`src/rtl/eth_tx_frame_arbiter.sv`:
```
// Purpose: round-robin packet arbiter (ARP vs IP) with zero padding up to MIN_FRAME_BYTES.
// Latency: source valid in IDLE at cycle N -> grant at N+1 -> first output byte at N+2.
// Backpressure: source ready follows the single output register's free slot; stalls hold data/last.
module eth_tx_frame_arbiter #(
    parameter int MIN_FRAME_BYTES = 60,
    parameter int CNT_WIDTH       = 11
) (
    input  logic       logic_clk,
    input  logic       logic_rst,
    input  logic [7:0] arp_tx_data_in,
    input  logic       arp_tx_valid_in,
    output logic       arp_tx_ready_out,
    input  logic       arp_tx_last_in,
    input  logic [7:0] ip_tx_data_in,
    input  logic       ip_tx_valid_in,
    output logic       ip_tx_ready_out,
    input  logic       ip_tx_last_in,
    output logic [7:0] mac_rnet_data_out,
    output logic       mac_rnet_valid_out,
    input  logic       mac_rnet_ready_in,
    output logic       mac_rnet_last_out,
    output logic [1:0] arb_grant_out
);

    typedef enum logic [1:0] {
        ST_IDLE = 2'd0,
        ST_SEND = 2'd1,
        ST_PAD  = 2'd2
    } state_t;

    localparam logic [1:0] GNT_NONE = 2'b00;
    localparam logic [1:0] GNT_ARP  = 2'b01;
    localparam logic [1:0] GNT_IP   = 2'b10;

    localparam logic [CNT_WIDTH:0]   MIN_LEN = MIN_FRAME_BYTES[CNT_WIDTH:0];
    localparam logic [CNT_WIDTH-1:0] CNT_MAX = '1;

    state_t               state_q;
    logic [1:0]           grant_q;
    logic                 rr_ip_last_q;   // 1: IP was served last, so ARP wins the next tie
    logic [CNT_WIDTH-1:0] byte_cnt_q;
    logic [CNT_WIDTH-1:0] byte_cnt_d;
    logic [CNT_WIDTH:0]   cnt_plus1;
    logic [7:0]           out_dat_q;
    logic                 out_vld_q;
    logic                 out_last_q;

    logic       out_free;
    logic       src_vld;
    logic [7:0] src_dat;
    logic       src_last;
    logic       src_acc;
    logic       reached_min;
    logic       pad_done;
    logic       arp_wins;

    assign out_free = !out_vld_q || mac_rnet_ready_in;

    // Mux the granted source and derive counter comparisons for the current byte.
    always_comb begin
        src_vld  = 1'b0;
        src_dat  = 8'h00;
        src_last = 1'b0;
        if (grant_q == GNT_ARP) begin
            src_vld  = arp_tx_valid_in;
            src_dat  = arp_tx_data_in;
            src_last = arp_tx_last_in;
        end else if (grant_q == GNT_IP) begin
            src_vld  = ip_tx_valid_in;
            src_dat  = ip_tx_data_in;
            src_last = ip_tx_last_in;
        end
        cnt_plus1   = {1'b0, byte_cnt_q} + {{CNT_WIDTH{1'b0}}, 1'b1};
        byte_cnt_d  = (byte_cnt_q == CNT_MAX) ? byte_cnt_q : cnt_plus1[CNT_WIDTH-1:0];
        reached_min = (cnt_plus1 >= MIN_LEN);
        pad_done    = (cnt_plus1 == MIN_LEN);
        src_acc     = (state_q == ST_SEND) && src_vld && out_free;
        arp_wins    = arp_tx_valid_in && (!ip_tx_valid_in || rr_ip_last_q);
    end

    // Source readys are the only combinational input-to-output paths.
    assign arp_tx_ready_out   = (state_q == ST_SEND) && (grant_q == GNT_ARP) && out_free;
    assign ip_tx_ready_out    = (state_q == ST_SEND) && (grant_q == GNT_IP)  && out_free;
    assign mac_rnet_data_out  = out_dat_q;
    assign mac_rnet_valid_out = out_vld_q;
    assign mac_rnet_last_out  = out_last_q;
    assign arb_grant_out      = grant_q;

    // Arbitration / send / pad FSM together with the output register.
    always_ff @(posedge logic_clk) begin
        if (logic_rst) begin
            state_q      <= ST_IDLE;
            grant_q      <= GNT_NONE;
            rr_ip_last_q <= 1'b1;
            byte_cnt_q   <= '0;
            out_dat_q    <= 8'h00;
            out_vld_q    <= 1'b0;
            out_last_q   <= 1'b0;
        end else begin
            case (state_q)
                ST_IDLE: begin
                    if (out_free) begin
                        out_vld_q <= 1'b0;
                    end
                    if (arp_tx_valid_in || ip_tx_valid_in) begin
                        grant_q    <= arp_wins ? GNT_ARP : GNT_IP;
                        byte_cnt_q <= '0;
                        state_q    <= ST_SEND;
                    end
                end
                ST_SEND: begin
                    if (src_acc) begin
                        out_dat_q  <= src_dat;
                        out_vld_q  <= 1'b1;
                        byte_cnt_q <= byte_cnt_d;
                        out_last_q <= 1'b0;
                        if (src_last) begin
                            if (reached_min) begin
                                out_last_q   <= 1'b1;
                                rr_ip_last_q <= (grant_q == GNT_IP);
                                grant_q      <= GNT_NONE;
                                state_q      <= ST_IDLE;
                            end else begin
                                state_q <= ST_PAD;
                            end
                        end
                    end else if (out_free) begin
                        out_vld_q <= 1'b0;
                    end
                end
                ST_PAD: begin
                    if (out_free) begin
                        out_dat_q  <= 8'h00;
                        out_vld_q  <= 1'b1;
                        byte_cnt_q <= byte_cnt_d;
                        out_last_q <= pad_done;
                        if (pad_done) begin
                            rr_ip_last_q <= (grant_q == GNT_IP);
                            grant_q      <= GNT_NONE;
                            state_q      <= ST_IDLE;
                        end
                    end
                end
                default: begin
                    state_q <= ST_IDLE;
                    grant_q <= GNT_NONE;
                end
            endcase
        end
    end

endmodule

```
`config.mk`:
```
export PLATFORM = sky130hd
export DESIGN_NAME = eth_tx_frame_arbiter
export DESIGN_NICKNAME = d
export VERILOG_FILES = /design/src/rtl/eth_tx_frame_arbiter.sv
export SDC_FILE = /design/constraint.sdc
export NUM_CORES = 1
export LEC_CHECK = 0
export ABC_AREA = 0
export CAP_MARGIN = 10
export CORE_MARGIN = 2
export CORE_UTILIZATION = 45
export CTS_CLUSTER_SIZE = 12
export DETAILED_ROUTE_END_ITERATION = 7
export PLACE_DENSITY = 0.75
export SYNTH_ARGS = -nofsm -noshare
export SYNTH_HDL_FRONTEND = slang
export SYNTH_SLANG_ARGS = --single-unit
```
`constraint.sdc`:
```
create_clock -name logic_clk -period 2 [get_ports logic_clk]
set_clock_uncertainty 0.05 [all_clocks]
set_input_delay 0.2 -clock logic_clk [delete_from_list [all_inputs] [get_ports logic_clk]]
set_output_delay 0.2 -clock logic_clk [all_outputs]
set_load 0.005 [all_outputs]
```
==> reports/results.ini <==
[critical_path]
startpoint_type = flip-flop
rr_startpoint = byte_cnt_q[1]$_SDFFE_PP0P_
cp_slowest_cell = dfxtp_4
cpPeakStageDelay_ns = 0.36
critical_path.startpoint = byte_cnt_q[1]$_SDFFE_PP0P_
cp.required_ns = 2.13
crit_chain = buf_4 -> and2_4 -> nand4_2 -> mux2i_4 -> nand4_1 -> a21oi_2 -> mux2_4
crit_fanout = 4
criticalPathCategory = flip-flop to flip-flop
endpoint_kind = flip-flop
arrival_ns = 2.12

[synthesis]
yosysSeqAreaShare_pct = 30.7
synth_edf_count = 0
syn_nets = 239
ys_seq_elements = 26
yosys_warnings = 0
synth_cells = 211
synth_flop_cell = dfxtp_1
synth_area_um2 = 1690
yosysUniqueCellTypes = 51
async_flop_share_pct = 0
synthesis.area_per_instance_um2 = 8.03

[pwr]
power_switching_mw = 1.07
p_leak_nw = 0.988
power.internal_mw = 1.71
p_clk_share_pct = 12.9
power_frac_comb_pct = 61.7
p_seq_share_pct = 25.4
p_sw_share_pct = 38.6
power-per-cell-area_nw_per_um2 = 1080
ir_worst_vdd_uv = 627

[floorplan]
floorplan.initialDensity_pct = 46.6
fp.coreArea_um2 = 3630
die_w_um = 65.4
die_h_um = 65.4
rows = 22
pin_count = 37
dieArea_um2 = 4270

[cts]
cts_tree = done
h-tree-depth = 1
clk-insertion-delay-late_ns = 0.28
ctsLongestPathBuffers = 2
cts_sinks = 26
cts_hold_buf = 0
clk_pin_slew_ns = 0.10
clock_tree.root_cell = clkbuf_8
cts_made_buffers = 3

[detailed_routing]
drc_errors = 0
ant_nets = 0
drtIter0Drc = 145
dr_total_vias = 1837
drtPass1Iterations = 4
wirelength_mm = 4.96
via_per_inst = 5.62
post_drt_wl_per_cell_um = 15.2

[run_status]
status = complete, no violations

[placed_design]
dp_worst_setup_slack_ns = -0.152
io_buffers = 36
gp_congestion = 0.855
hpwl_mm = 3.43

[sta]
timing.hold.ws_ns = 0.460
final.setup.worst_slack_ns = 0.00630
min_period_ns = 1.99
timing.final.crit_share_pct = 99.7
setup_viol = 0
hold_viol_final = 0
drv_slew = 0
worstMarginPinSlew_ns = 0.396
rsz0062_at_grt = true
max_freq_mhz = 502
slew_headroom_pct = 73.6

[hold_path]
hold_class = flip-flop to flip-flop
min_from = mac_rnet_data_out[3]$_SDFFE_PP0P_

[global_routing]
antenna_found_initial = 0
grt_max_degree = 22
grt-ovfl-total = 0
grt_pass1_vias = 1654
grt_pass1_wl_mm = 7.88
grt_use_total_pct = 23.2

[flow_run]
maxCapViolCount = 0

[cells_and_area]
final_cell_mix = 36 x clkdlybuf4s50_1, 35 x buf_4, 27 x nor2_1
syn_to_final_growth_pct = 52.1
n_antenna_cell = 0
finalNetCount = 308
final_common_cell = clkdlybuf4s50_1
layout-drive-gt1-share_pct = 29.0

-- metrics by stage --
step	cell area [um^2]	std cells	util (%)	setup TNS, ns	power, mW
2_1_floorplan	1710	211	-	0	1.57
3_3_place_gp	2330	318	64.3	-0.343	2.16
3_5_place_dp	2330	318	64.3	-0.576	2.18
4_1_cts	2410	323	66.4	0	2.55
5_1_grt	2580	327	70.9	-0.214	2.99
6_report	2580	327	70.9	0	2.79
-- timing repair --
item,CTS,global route
cloned,0,0
pin swaps,2,10
hold endpoints to repair,0,0
resized for setup,4,31
buffers inserted,1,4
setup endpoints to repair,3,9
-- cell usage after synthesis, drive strengths merged, types with 6 or more instances --
cell / n / area, um^2
mux2i: 11 / 123
dfxtp: 26 / 521
nand3: 9 / 45.0
nor2: 28 / 105
inv: 7 / 26.3
clkbuf: 8 / 30.0
a21oi: 17 / 92.6
a22oi: 8 / 60.1
nand4: 6 / 43.8
nand2: 9 / 33.8
nor2b: 7 / 43.8
o21ai: 11 / 58.8
-- worst paths after layout --
path | end | slack (ns) | cells past startpoint
max | arb_grant_out[1]$_SDFFE_PP0P_ | 0.006 | 7
min | mac_rnet_data_out[3]$_SDFFE_PP0P_ | 0.46 | 2
max reg2reg | arb_grant_out[1]$_SDFFE_PP0P_ | 0.006 | 7
min reg2reg | mac_rnet_data_out[3]$_SDFFE_PP0P_ | 0.46 | 2
-- registers in the layout (all words and copies together), names as in the netlist --
name and flops:
state_q 2, mac_rnet_valid_out 1, byte_cnt_q 11, rr_ip_last_q 1, mac_rnet_data_out 8, mac_rnet_last_out 1
arb_grant_out 2
-- layout make-up --
class	count	area, um^2
Multi-Input combinational cell	167	1210
Fill cell	291	1060
Timing Repair Buffer	75	686
Sequential cell	26	536
Tap cell	48	60.1
Clock buffer	4	55.1
Inverter	7	28.8
-- per-layer routing --
| layer | routed length (um) | vias to the layer above | GRT usage [%] | share of wire, % |
|---|---|---|---|---|
| met4 | 60 | 0 | 5.47 | 1.2 |
| met2 | 2490 | 53 | 37.5 | 50 |
| met1 | 2180 | 875 | 33.3 | 44 |
| met3 | 224 | 6 | 2.23 | 4.5 |
| li1 | - | 903 | - | - |
| met5 | 0 | - | 0 | 0 |
-- cell families (layout without fill, tap and decap cells) --
group / Yosys count / after routing / share of synthesized area [%]
compound gates: 54 / 54 / 20.6
mux: 12 / 12 / 7.90
xor+xnor: 4 / 4 / 2.07
buf+inv: 18 / 86 / 4.58
fa+ha+maj: 5 / 5 / 3.69
simple gates: 92 / 92 / 30.4
flops: 26 / 26 / 30.7
-- power by group through the flow --
stage	Clock [mW]	Combinational [mW]	Sequential (mW)
4_1_cts	0.361	1.51	0.682
3_5_place_dp	0	1.49	0.690
6_report	0.359	1.72	0.707
2_1_floorplan	0	0.877	0.697
5_1_grt	0.380	1.88	0.721
3_3_place_gp	0	1.48	0.687
-- critical path, delay by kind of cell, from the launching register on --
kind / cells / cell delay, ns
AO/OA/AOI/OAI: 1 / 0.23
multiplexers: 2 / 0.59
AND/OR/NAND/NOR: 3 / 0.51
flip-flops: 1 / 0.36
buffers and inverters: 1 / 0.15
No activity file was read; power rests on OpenSTA's default activity.
